## config.mk

```make
export PLATFORM = sky130hd
export DESIGN_NAME = pt8211_adc_capture
export DESIGN_NICKNAME = d
export VERILOG_FILES = /design/src/rtl/pt8211_adc_capture.sv
export SDC_FILE = /design/constraint.sdc
export NUM_CORES = 1
export LEC_CHECK = 0
export ABC_CLOCK_PERIOD_IN_PS = 3300
export CORE_MARGIN = 2
export CORE_UTILIZATION = 57
export CTS_BUF_LIST = sky130_fd_sc_hd__clkbuf_16
export DETAILED_ROUTE_END_ITERATION = 10
export GPL_ROUTABILITY_DRIVEN = 0
export PLACE_DENSITY = 0.84
export SYNTH_ARGS = -nofsm -noshare
export SYNTH_HDL_FRONTEND = slang
export SYNTH_SLANG_ARGS = --single-unit
export TNS_END_PERCENT = 20
```

## constraint.sdc

```tcl
create_clock -name clk_1p536m -period 3.3 [get_ports clk_1p536m]
set_input_delay 0.825 -clock clk_1p536m [delete_from_list [all_inputs] [get_ports clk_1p536m]]
set_output_delay 0.825 -clock clk_1p536m [all_outputs]
set_load 0.02 [all_outputs]
```

## src/rtl/pt8211_adc_capture.sv

```systemverilog
// Master-side capture of a 16-bit stereo serial ADC link (32 BCK per frame, WS low = left).
// Completed left/right pairs are held on a registered valid/ready output with overrun tracking.
module pt8211_adc_capture #(
  parameter int unsigned I2S_MODE = 0
) (
  input  logic        clk_1p536m,
  input  logic        rst_n,
  input  logic        en,
  input  logic        iready,
  input  logic        clr_ovr,
  input  logic        ADC_DOUT,
  output logic        ADC_BCK,
  output logic        ADC_WS,
  output logic [15:0] odata_left,
  output logic [15:0] odata_right,
  output logic        ovalid,
  output logic        ovr,
  output logic [7:0]  ovr_cnt
);

  function automatic logic [7:0] sat_inc(input logic [7:0] c);
    return (c == 8'hFF) ? c : c + 8'd1;
  endfunction

  logic [4:0]  b_cnt_q, b_cnt_d;
  logic        ws_q;
  logic [15:0] shift_q, shift_d;
  logic [15:0] lhold_q, lhold_d;
  logic [15:0] dl_q, dl_d;
  logic [15:0] dr_q, dr_d;
  logic        vld_q, vld_d;
  logic        ovr_q, ovr_d;
  logic [7:0]  cnt_q, cnt_d;
  logic        primed_q, primed_d;

  logic [4:0]  pos;
  logic [15:0] word_w;
  logic        left_done, right_done, xfer, ovf;

  // In I2S mode the MSB arrives one BCK late, so frame position lags the counter by one.
  assign pos        = (I2S_MODE != 0) ? (b_cnt_q - 5'd1) : b_cnt_q;
  assign word_w     = {shift_q[14:0], ADC_DOUT};
  assign left_done  = en & (pos == 5'd15);
  assign right_done = en & (pos == 5'd31) & primed_q;
  assign xfer       = vld_q & iready;
  assign ovf        = right_done & vld_q & ~iready;

  always_comb begin
    b_cnt_d  = en ? (b_cnt_q + 5'd1) : 5'd0;
    primed_d = en & (primed_q | (b_cnt_q == 5'd31));
    shift_d  = en ? word_w : shift_q;
    lhold_d  = left_done ? word_w : lhold_q;
    dl_d     = dl_q;
    dr_d     = dr_q;
    vld_d    = vld_q;
    ovr_d    = ovr_q;
    cnt_d    = cnt_q;
    if (right_done) begin
      dl_d  = lhold_q;
      dr_d  = word_w;
      vld_d = 1'b1;
    end else if (xfer) begin
      vld_d = 1'b0;
    end
    // A clear on the same edge as an overrun still records that overrun.
    if (clr_ovr) begin
      ovr_d = ovf;
      cnt_d = {7'd0, ovf};
    end else if (ovf) begin
      ovr_d = 1'b1;
      cnt_d = sat_inc(cnt_q);
    end
  end

  always_ff @(posedge clk_1p536m or negedge rst_n) begin
    if (!rst_n) begin
      b_cnt_q  <= '0;
      shift_q  <= '0;
      lhold_q  <= '0;
      dl_q     <= '0;
      dr_q     <= '0;
      vld_q    <= 1'b0;
      ovr_q    <= 1'b0;
      cnt_q    <= '0;
      primed_q <= 1'b0;
    end else begin
      b_cnt_q  <= b_cnt_d;
      shift_q  <= shift_d;
      lhold_q  <= lhold_d;
      dl_q     <= dl_d;
      dr_q     <= dr_d;
      vld_q    <= vld_d;
      ovr_q    <= ovr_d;
      cnt_q    <= cnt_d;
      primed_q <= primed_d;
    end
  end

  // WS changes on the falling edge so the ADC sees it stable at the next rising edge.
  always_ff @(negedge clk_1p536m or negedge rst_n) begin
    if (!rst_n) ws_q <= 1'b0;
    else        ws_q <= en & b_cnt_q[4];
  end

  assign ADC_BCK     = clk_1p536m;
  assign ADC_WS      = ws_q;
  assign odata_left  = dl_q;
  assign odata_right = dr_q;
  assign ovalid      = vld_q;
  assign ovr         = ovr_q;
  assign ovr_cnt     = cnt_q;

endmodule

```

* Word level (Yosys, flattened, before mapping) *
Cells that the tools add are included.
Widths: inputs -> output; s select.

word-level totals
  bits of input ports = 6
  word-level logic and storage cells = 37
  bits in registers = 80
  output and inout port bits = 44

operators by class
  reduce and logical (&&, ||, !) cells = 3
  bitwise logic cells = 10
  muxes and demuxes = 8
  add/sub/neg operators = 2
  equal/unequal tests = 4

operators by type and width
  cell                 count
  $mux 8               3
  $add 8x1->8 const B  1
  $and 1x1->1          8
  $eq 8x8->1 const B   1
  $add 5x1->5 const B  1
  $eq 5x4->1 const B   1
  $eq 5x5->1 const B   1
  $mux 5               1
  $mux 1               4
  $reduce_bool 2->1    2
  $ne 2x2->1 const B   1
  $reduce_and 2->1     1
  $not 1->1            1
  $or 1x1->1           1

* Logic depth before layout (Yosys ltp) *
Gate-level depths: netlist of run 1.

  depth in word-level cells = 7
  gate-level depth with buffers = 8
  gate-level depth less buffers = 7

==> results.json, run 1 <==
{
  "status": "complete, but fails checks",
  "violations": "setup timing",
  "cp.required_ns": 2.47,
  "final_common_cell": "nand2_1",
  "start_util_pct": 58.0,
  "hold_viol": 0,
  "syn_area_um2": 3160,
  "dr_total_vias": 2174,
  "cp.arrival_ns": 2.63,
  "rsz0062_at_grt": "yes",
  "syn2layout_area_growth_pct": 28.8,
  "first_global_vias": 2197,
  "crit_path_end_kind": "output port",
  "drive_gt1_share_pct": 16.8,
  "first_iter_violations": 138,
  "nets": 340,
  "die_x_um": 78.4,
  "critical_path_buf_inv_count": 1,
  "max_stage_delay_ns": 0.40,
  "post_dp_cell_area_um2": 3700,
  "fp-row-count": 27,
  "worst_slew_pin_slew_ns": 0.921,
  "cts_tree": "yes",
  "top_layer": "met4",
  "cts_hold_buf": 0,
  "antenna_violating_nets_post_route": 0,
  "grt_pass1_wl_um": 10600,
  "p_leak_nw": 2.03,
  "power_mw": 2.42,
  "power.density_nw_per_um2": 595,
  "finalInstanceArea_um2": 4060,
  "setup_ws_ns": -0.150,
  "n_antenna_cell": 0,
  "grt-ovfl-total": 0,
  "gr-usage-all-layers_pct": 23.2,
  "wl_um": 6310,
  "fp.dieH_um": 78.4,
  "worstPathMaxFanout": 1,
  "yosysTopAreaCell": "dfrtp_1",
  "synth.avg_cell_area_um2": 11.4,
  "clk_pin_slew_ns": 0.06,
  "hp-class": "primary input to async pin",
  "seq_area_frac_synth_pct": 63.4,
  "setup_violations": 1,
  "synth_cell_types": 33,
  "met2_wirelength_um": 3120,
  "io_pins": 50,
  "wl_met1_um": 2680,
  "place_hpwl_um": 3590,
  "antenna_found_initial": 0,
  "path_cells": "buf_6",
  "drc": 0,
  "final_max_slew_viol_count": 0,
  "io_buffers": 49,
  "ys_seq_elements": 80,
  "worstSetupStartpointType": "flop",
  "met3_length_um": 274,
  "dr.pass1.iters": 4,
  "critical_path_class": "flop to output port",
  "core_um2": 5440,
  "maxCapViolations": 0,
  "syn_nets": 286,
  "viasPerCell": 5.35,
  "finClkSkew_ns": 0.0273,
  "irDropWorstVdd_mv": 0.692,
  "die_area_um2": 6150,
  "post_drt_wl_per_cell_um": 15.5,
  "yosysWarnings": 0,
  "synth.area.top_cells": "dfrtp_1 63%, nand2_1 12%, mux2_2 11%, ha_1 1.6%, clkbuf_1 0.95%",
  "netlist_instances": 276,
  "post-cts-setup-buffers": 0,
  "grt_max_degree": 78,
  "crit_path_top_delay_cell": "dfrtn_1",
  "crit_family": "flip-flops",
  "yosys.area.top_type_share_pct": 62.6,
  "relSlewSlack_pct": 38.6,
  "final_cell_mix": "99 x nand2_1, 79 x dfrtp_1, 47 x clkdlybuf4s50_1",
  "clock_latency_ns": 0.46
}
[what timing repair did]
action,CTS,global route
endpoints found under the setup margin,1,1
hold endpoints to repair,0,0
pin swaps,0,0
gates resized for setup,6,0
[layer usage]
metal | up-vias | track usage, %
li1 | 1016 | -
met1 | 1080 | 29.3
met2 | 56 | 34.7
met3 | 22 | 6.32
met4 | 0 | 16.5
met5 | - | 0
[cell usage after synthesis, drive strengths merged]
library cell and instances:
and3 2, xnor2 1, dfrtp 79, nor2 3
nand2 99, buf 5, or3 2, inv 3
o21bai 1, or4 2, xor2 2, nand3 5
and2b 1, a31o 1, o211ai 1, nand2b 1
a21oi 5, clkbuf 8, and4 1, ha 4
o2111ai 1, nor2b 2, and2 4, or2 1
dfrtn 1, o21a 1, mux2i 2, nand4 2
mux2 31, o31ai 2, o21ai 3
[sequential cells by signal, indices dropped and copies added, names as in the netlist]
register	cells
ovr_cnt	8
b_cnt_q	5
odata_right	16
odata_left	16
ovr	1
ovalid	1
lhold_q	16
shift_q	15
ADC_WS	1
primed_q	1
[final timing paths]
kind / from / end / slack, ns / cells after the start
hold / removal: rst_n / odata_right[14] / 0.19 / 1
hold reg to reg: lhold_q[8] / odata_left[8] / 0.46 / 2
max in group asynchronous: rst_n / ADC_WS / 1.45 / 1
min in group clk_1p536m: lhold_q[8] / odata_left[8] / 0.46 / 2
setup reg to reg: b_cnt_q[4] / ADC_WS / 0.94 / 1
setup / recovery: ADC_WS / ADC_WS / -0.15 / 1
[cell families (layout without fill, tap and decap cells)]
group | count (synthesis) | count (layout) | share of synthesized area (%)
buffers and inverters | 16 | 74 | 2.30
DFF | 80 | 80 | 63.4
adders and majority gates | 4 | 4 | 1.59
and+or+nand+nor | 125 | 125 | 16.7
AOI/OAI and AO/OA | 15 | 15 | 3.45
xor gates and xnor gates | 3 | 3 | 0.833
muxes | 33 | 33 | 11.7
[area by class of cell]
| cell class | instances | area [um^2] |
|---|---|---|
| Clock buffer | 13 | 310 |
| Timing Repair Buffer | 52 | 509 |
| Inverter | 3 | 11.3 |
| Tap cell | 72 | 90.1 |
| Multi-Input combinational cell | 180 | 1080 |
| Clock inverter | 6 | 60.1 |
| Sequential cell | 80 | 2000 |
| Fill cell | 354 | 1380 |
[power breakdown]
| part | total (mW) | switching (mW) | internal (mW) | leakage [nW] |
|---|---|---|---|---|
| clock | 1.17 | 0.419 | 0.753 | 0.180 |
| combinational | 0.113 | 0.0472 | 0.0653 | 0.765 |
| sequential | 1.13 | 0.0780 | 1.05 | 1.09 |
| total | 2.42 | 0.544 | 1.87 | 2.03 |
[metrics by stage]
step | TNS (ns) | hold WS [ns] | cells | setup WS [ns] | utilization [%]
finish | -0.150 | 0.188 | 406 | -0.150 | 74.7
CTS | -0.160 | 0.181 | 406 | -0.160 | 74.7
global placement | -0.133 | 0.444 | 388 | -0.133 | 68.1
detailed placement | -0.137 | 0.450 | 388 | -0.137 | 68.1
global route | -0.174 | 0.182 | 406 | -0.174 | 74.7
floorplan | 0 | 0.432 | 276 | 0.197 | -
(Power assumes the default switching activity.)
==> run 2, diff against run 1 <==
- CTS_CLUSTER_SIZE: not set -> 10
- GPL_TIMING_DRIVEN: not set -> 0
- PLACE_DENSITY: 0.84 -> 0.86
==> results.json, run 2 (synthesized netlist as in run 1, its figures left out) <==
{
  "post_dp_cell_area_um2": 3730,
  "clk_pin_slew_ns": 0.06,
  "status": "complete, but fails checks",
  "syn2layout_area_growth_pct": 31.3,
  "critical_path_buf_inv_count": 1,
  "viasPerCell": 5.41,
  "p_leak_nw": 2.06,
  "start_util_pct": 58.0,
  "worst_slew_pin_slew_ns": 0.590,
  "setup_ws_ns": -0.159,
  "io_buffers": 47,
  "place_hpwl_um": 3930,
  "post_drt_wl_per_cell_um": 16.0,
  "crit_path_top_delay_cell": "dfrtn_1",
  "dr_total_vias": 2246,
  "antenna_found_initial": 0,
  "crit_path_end_kind": "output port",
  "relSlewSlack_pct": 60.7,
  "comb_power_share_pct": 4.3,
  "fp-row-count": 27,
  "power.density_nw_per_um2": 626,
  "max_stage_delay_ns": 0.40,
  "fin_setup_tns_ns": -0.159,
  "n_antenna_cell": 0,
  "worstPathMaxFanout": 1,
  "nets": 348,
  "worstSetupStartpointType": "flop",
  "grt_pass1_wl_um": 11400,
  "rsz0062_at_grt": "yes",
  "clock_latency_ns": 0.47,
  "crit_family": "flip-flops",
  "finalHoldWorstSlack_ns": 0.332,
  "irDropWorstVdd_mv": 0.547,
  "fp.dieH_um": 78.4,
  "seqPwrFrac_pct": 43.6,
  "cts_hold_buf": 0,
  "gr-usage-all-layers_pct": 25.0,
  "drive_gt1_share_pct": 16.9,
  "post-cts-setup-buffers": 0,
  "first_iter_violations": 143,
  "dr.pass1.iters": 4,
  "cts_tree": "yes",
  "final_max_slew_viol_count": 0,
  "core_um2": 5440,
  "cp.arrival_ns": 2.63,
  "fillCellCount": 346,
  "first_global_vias": 2323,
  "maxCapViolations": 0,
  "violations": "setup timing",
  "wl_um": 6620,
  "antenna_violating_nets_post_route": 0,
  "final_util_pct": 76.2,
  "finalInstanceArea_um2": 4140,
  "io_pins": 50,
  "die_x_um": 78.4,
  "finClkSkew_ns": 0.0249,
  "final_common_cell": "nand2_1",
  "hold_viol": 0,
  "hp-class": "primary input to async pin",
  "clockPowerShare_pct": 52.2,
  "p_sw_uw": 557,
  "die_area_um2": 6150,
  "pre_cts_slack_ns": -0.137,
  "path_cells": "buf_6",
  "final_cell_mix": "99 x nand2_1, 79 x dfrtp_1, 44 x clkdlybuf4s50_1",
  "p_sw_share_pct": 21.5,
  "critical_path_class": "flop to output port",
  "drc": 0,
  "grt-ovfl-total": 0,
  "cp.required_ns": 2.47,
  "intPower_mw": 2.04,
  "setup_violations": 1,
  "grt_max_degree": 45
}
-- run 2: changes by cell type in the layout (fill, tap and decap cells not counted), sizes merged --
| cell | before | now |
|---|---|---|
| clkbuf | 12 | 20 |
| buf | 6 | 9 |
| clkdlybuf4s50 | 47 | 44 |
| bufinv | 1 | 3 |
| inv | 4 | 3 |
-- run 2: power groups by stage --
stage	clock network (mW)	registers, mW	logic (mW)
after floorplan	0.0354	1.12	0.0769
after global placement	0.0575	1.14	0.103
after detailed placement	0.0575	1.14	0.111
after CTS	1.36	1.13	0.113
after global routing	1.41	1.14	0.122
final	1.35	1.13	0.110
-- run 2: worst paths after layout --
path | startpoint | end | slack (ns) | depth (start not counted)
setup / recovery | ADC_WS | ADC_WS | -0.16 | 1
hold / removal | rst_n | lhold_q[11] | 0.33 | 1
setup reg to reg | b_cnt_q[4] | ADC_WS | 1.00 | 1
hold reg to reg | b_cnt_q[0] | b_cnt_q[0] | 0.46 | 1
max in group asynchronous | rst_n | ADC_WS | 1.09 | 1
min in group clk_1p536m | b_cnt_q[0] | b_cnt_q[0] | 0.46 | 1
-- run 2: area by class of cell --
cell class / instances / area (um^2) / share of cell area [%]
flip-flops and latches: 80 / 2000 / 48.3
multi-input cells: 180 / 1080 / 26.1
repair buffers: 47 / 479 / 11.6
clock buffers: 13 / 308 / 7.43
clock inverters: 7 / 110 / 2.66
well taps: 72 / 90.1 / 2.17
plain buffers: 13 / 61.3 / 1.48
inverters: 3 / 11.3 / 0.272
-- run 2: repair_timing --
| item | in CTS | in global routing |
|---|---|---|
| setup endpoints to repair | 2 | 1 |
| gates cloned | 0 | 0 |
| gates resized for setup | 7 | 0 |
-- run 2: metrics by stage --
stage,instances,power (mW)
6_report,415,2.59
5_1_grt,415,2.67
4_1_cts,415,2.60
3_5_place_dp,396,1.31
3_3_place_gp,395,1.30
2_1_floorplan,276,1.23
-- run 2: routing by layer --
layer / routed length, um / up-vias / track usage [%]
met3: 301 / 18 / 4.71
met4: 165 / 0 / 16.3
li1: - / 1032 / -
met2: 3480 / 73 / 39.6
met1: 2680 / 1123 / 31.7
met5: 0 / - / 0
==> run 3, diff against run 2 <==
- REMOVE_ABC_BUFFERS: not set -> 1
==> results.json, run 3 (synthesized netlist as in run 1, its figures left out) <==
{
  "die_x_um": 78.4,
  "dr.pass1.iters": 4,
  "rsz0062_at_grt": "yes",
  "setup_ws_ns": -0.168,
  "cp.arrival_ns": 2.64,
  "hold_viol": 0,
  "fp.dieH_um": 78.4,
  "finClkSkew_ns": 0.0269,
  "nets": 337,
  "post_drt_wl_per_cell_um": 14.5,
  "clk_pin_slew_ns": 0.06,
  "worst_slew_pin_slew_ns": 1.22,
  "grt_max_degree": 55,
  "post_dp_cell_area_um2": 3700,
  "viasPerCell": 5.27,
  "finalInstanceArea_um2": 4060,
  "final_max_slew_viol_count": 0,
  "p_leak_nw": 2.03,
  "post-cts-setup-buffers": 0,
  "max_stage_delay_ns": 0.41,
  "place_hpwl_um": 3520,
  "first_global_vias": 2192,
  "io_buffers": 49,
  "clock_latency_ns": 0.46,
  "critical_path_buf_inv_count": 1,
  "irDropWorstVdd_mv": 0.506,
  "status": "complete, but fails checks",
  "dr_total_vias": 2128,
  "crit_path_top_delay_cell": "dfrtn_1",
  "r2r_setup_slack_ns": 0.64,
  "final_common_cell": "nand2_1",
  "setup_violations": 1,
  "r2r_start": "b_cnt_q[0]",
  "gr-usage-all-layers_pct": 21.8,
  "power_mw": 2.39,
  "io_pins": 50,
  "crit_path_end_kind": "output port",
  "wl_um": 5860,
  "worstSetupStartpointType": "flop",
  "antenna_violating_nets_post_route": 0,
  "start_util_pct": 58.0,
  "drive_gt1_share_pct": 15.7,
  "power.density_nw_per_um2": 589,
  "r2r_end": "ovr_cnt[5]",
  "drc": 0,
  "finalHoldWorstSlack_ns": 0.293,
  "hp-class": "primary input to async pin",
  "die_area_um2": 6150,
  "violations": "setup timing",
  "n_antenna_cell": 0,
  "crit_family": "flip-flops",
  "core_um2": 5440,
  "maxCapViolations": 0,
  "grt_pass1_wl_um": 10300,
  "cts_tree": "yes",
  "worstPathMaxFanout": 1,
  "antenna_found_initial": 0,
  "fp-row-count": 27,
  "path_cells": "buf_6",
  "grt-ovfl-total": 0,
  "final_cell_mix": "99 x nand2_1, 79 x dfrtp_1, 46 x clkdlybuf4s50_1",
  "first_iter_violations": 153,
  "cp.required_ns": 2.47,
  "relSlewSlack_pct": 18.2,
  "r2r_cells": 7,
  "syn2layout_area_growth_pct": 28.6,
  "critical_path_class": "flop to output port"
}
-- run 3: cell types whose count changed in the layout (fill, tap and decap cells not counted), sizes merged --
cell and delta:
bufinv -2, dlygate4sd2 +1, clkbuf -8, clkdlybuf4s50 +2, buf -6, inv +2
-- run 3: power by group --
part	total, mW	leakage, nW	switching [mW]	internal, mW
Sequential	1.13	1.09	0.0714	1.05
Clock	1.15	0.184	0.406	0.748
Combinational	0.112	0.759	0.0449	0.0669
Total	2.39	2.03	0.523	1.87
-- run 3: repair_timing --
| action | 4_1_cts | 5_1_grt |
|---|---|---|
| hold buffers | 0 | 0 |
| endpoints found under the setup margin | 10 | 1 |
| resized for setup | 8 | 0 |
-- run 3: per-stage QoR --
stage / TNS [ns] / utilization (%) / setup WS (ns) / cells
floorplan: 0 / - / 0.352 / 263
global placement: -115.51 / 67.6 / -2.75 / 384
detailed placement: -18.42 / 68.0 / -0.998 / 385
CTS: -0.186 / 74.6 / -0.186 / 404
global route: -0.191 / 74.6 / -0.191 / 404
finish: -0.168 / 74.6 / -0.168 / 404
-- run 3: cell type report --
class,instances,area (um^2)
well taps,72,90.1
clock inverters,7,57.6
clock buffers,13,310
fillers,351,1380
repair buffers,49,505
flip-flops and latches,80,2000
multi-input cells,180,1080
inverters,3,11.3
-- run 3: layer usage --
| layer | vias up | GRT usage, % | wire length (um) |
|---|---|---|---|
| met5 | - | 0 | 0 |
| met4 | 0 | 10.9 | 110 |
| met3 | 10 | 5.29 | 223 |
| met2 | 59 | 33.8 | 2920 |
| met1 | 1048 | 29.0 | 2610 |
| li1 | 1011 | - | - |
-- run 3: worst max-delay path by stage --
| stage | slack [ns] | to | depth (start not counted) | from |
|---|---|---|---|---|
| after floorplan | 0.35 | ADC_WS | 0 | ADC_WS |
| after global placement | -2.75 | ADC_WS | 1 | rst_n |
| after detailed placement | -1.0 | ovr_cnt[5] | 5 | en |
| after CTS | -0.19 | ADC_WS | 1 | ADC_WS |
| after global routing | -0.19 | ADC_WS | 1 | ADC_WS |
| final | -0.17 | ADC_WS | 1 | ADC_WS |
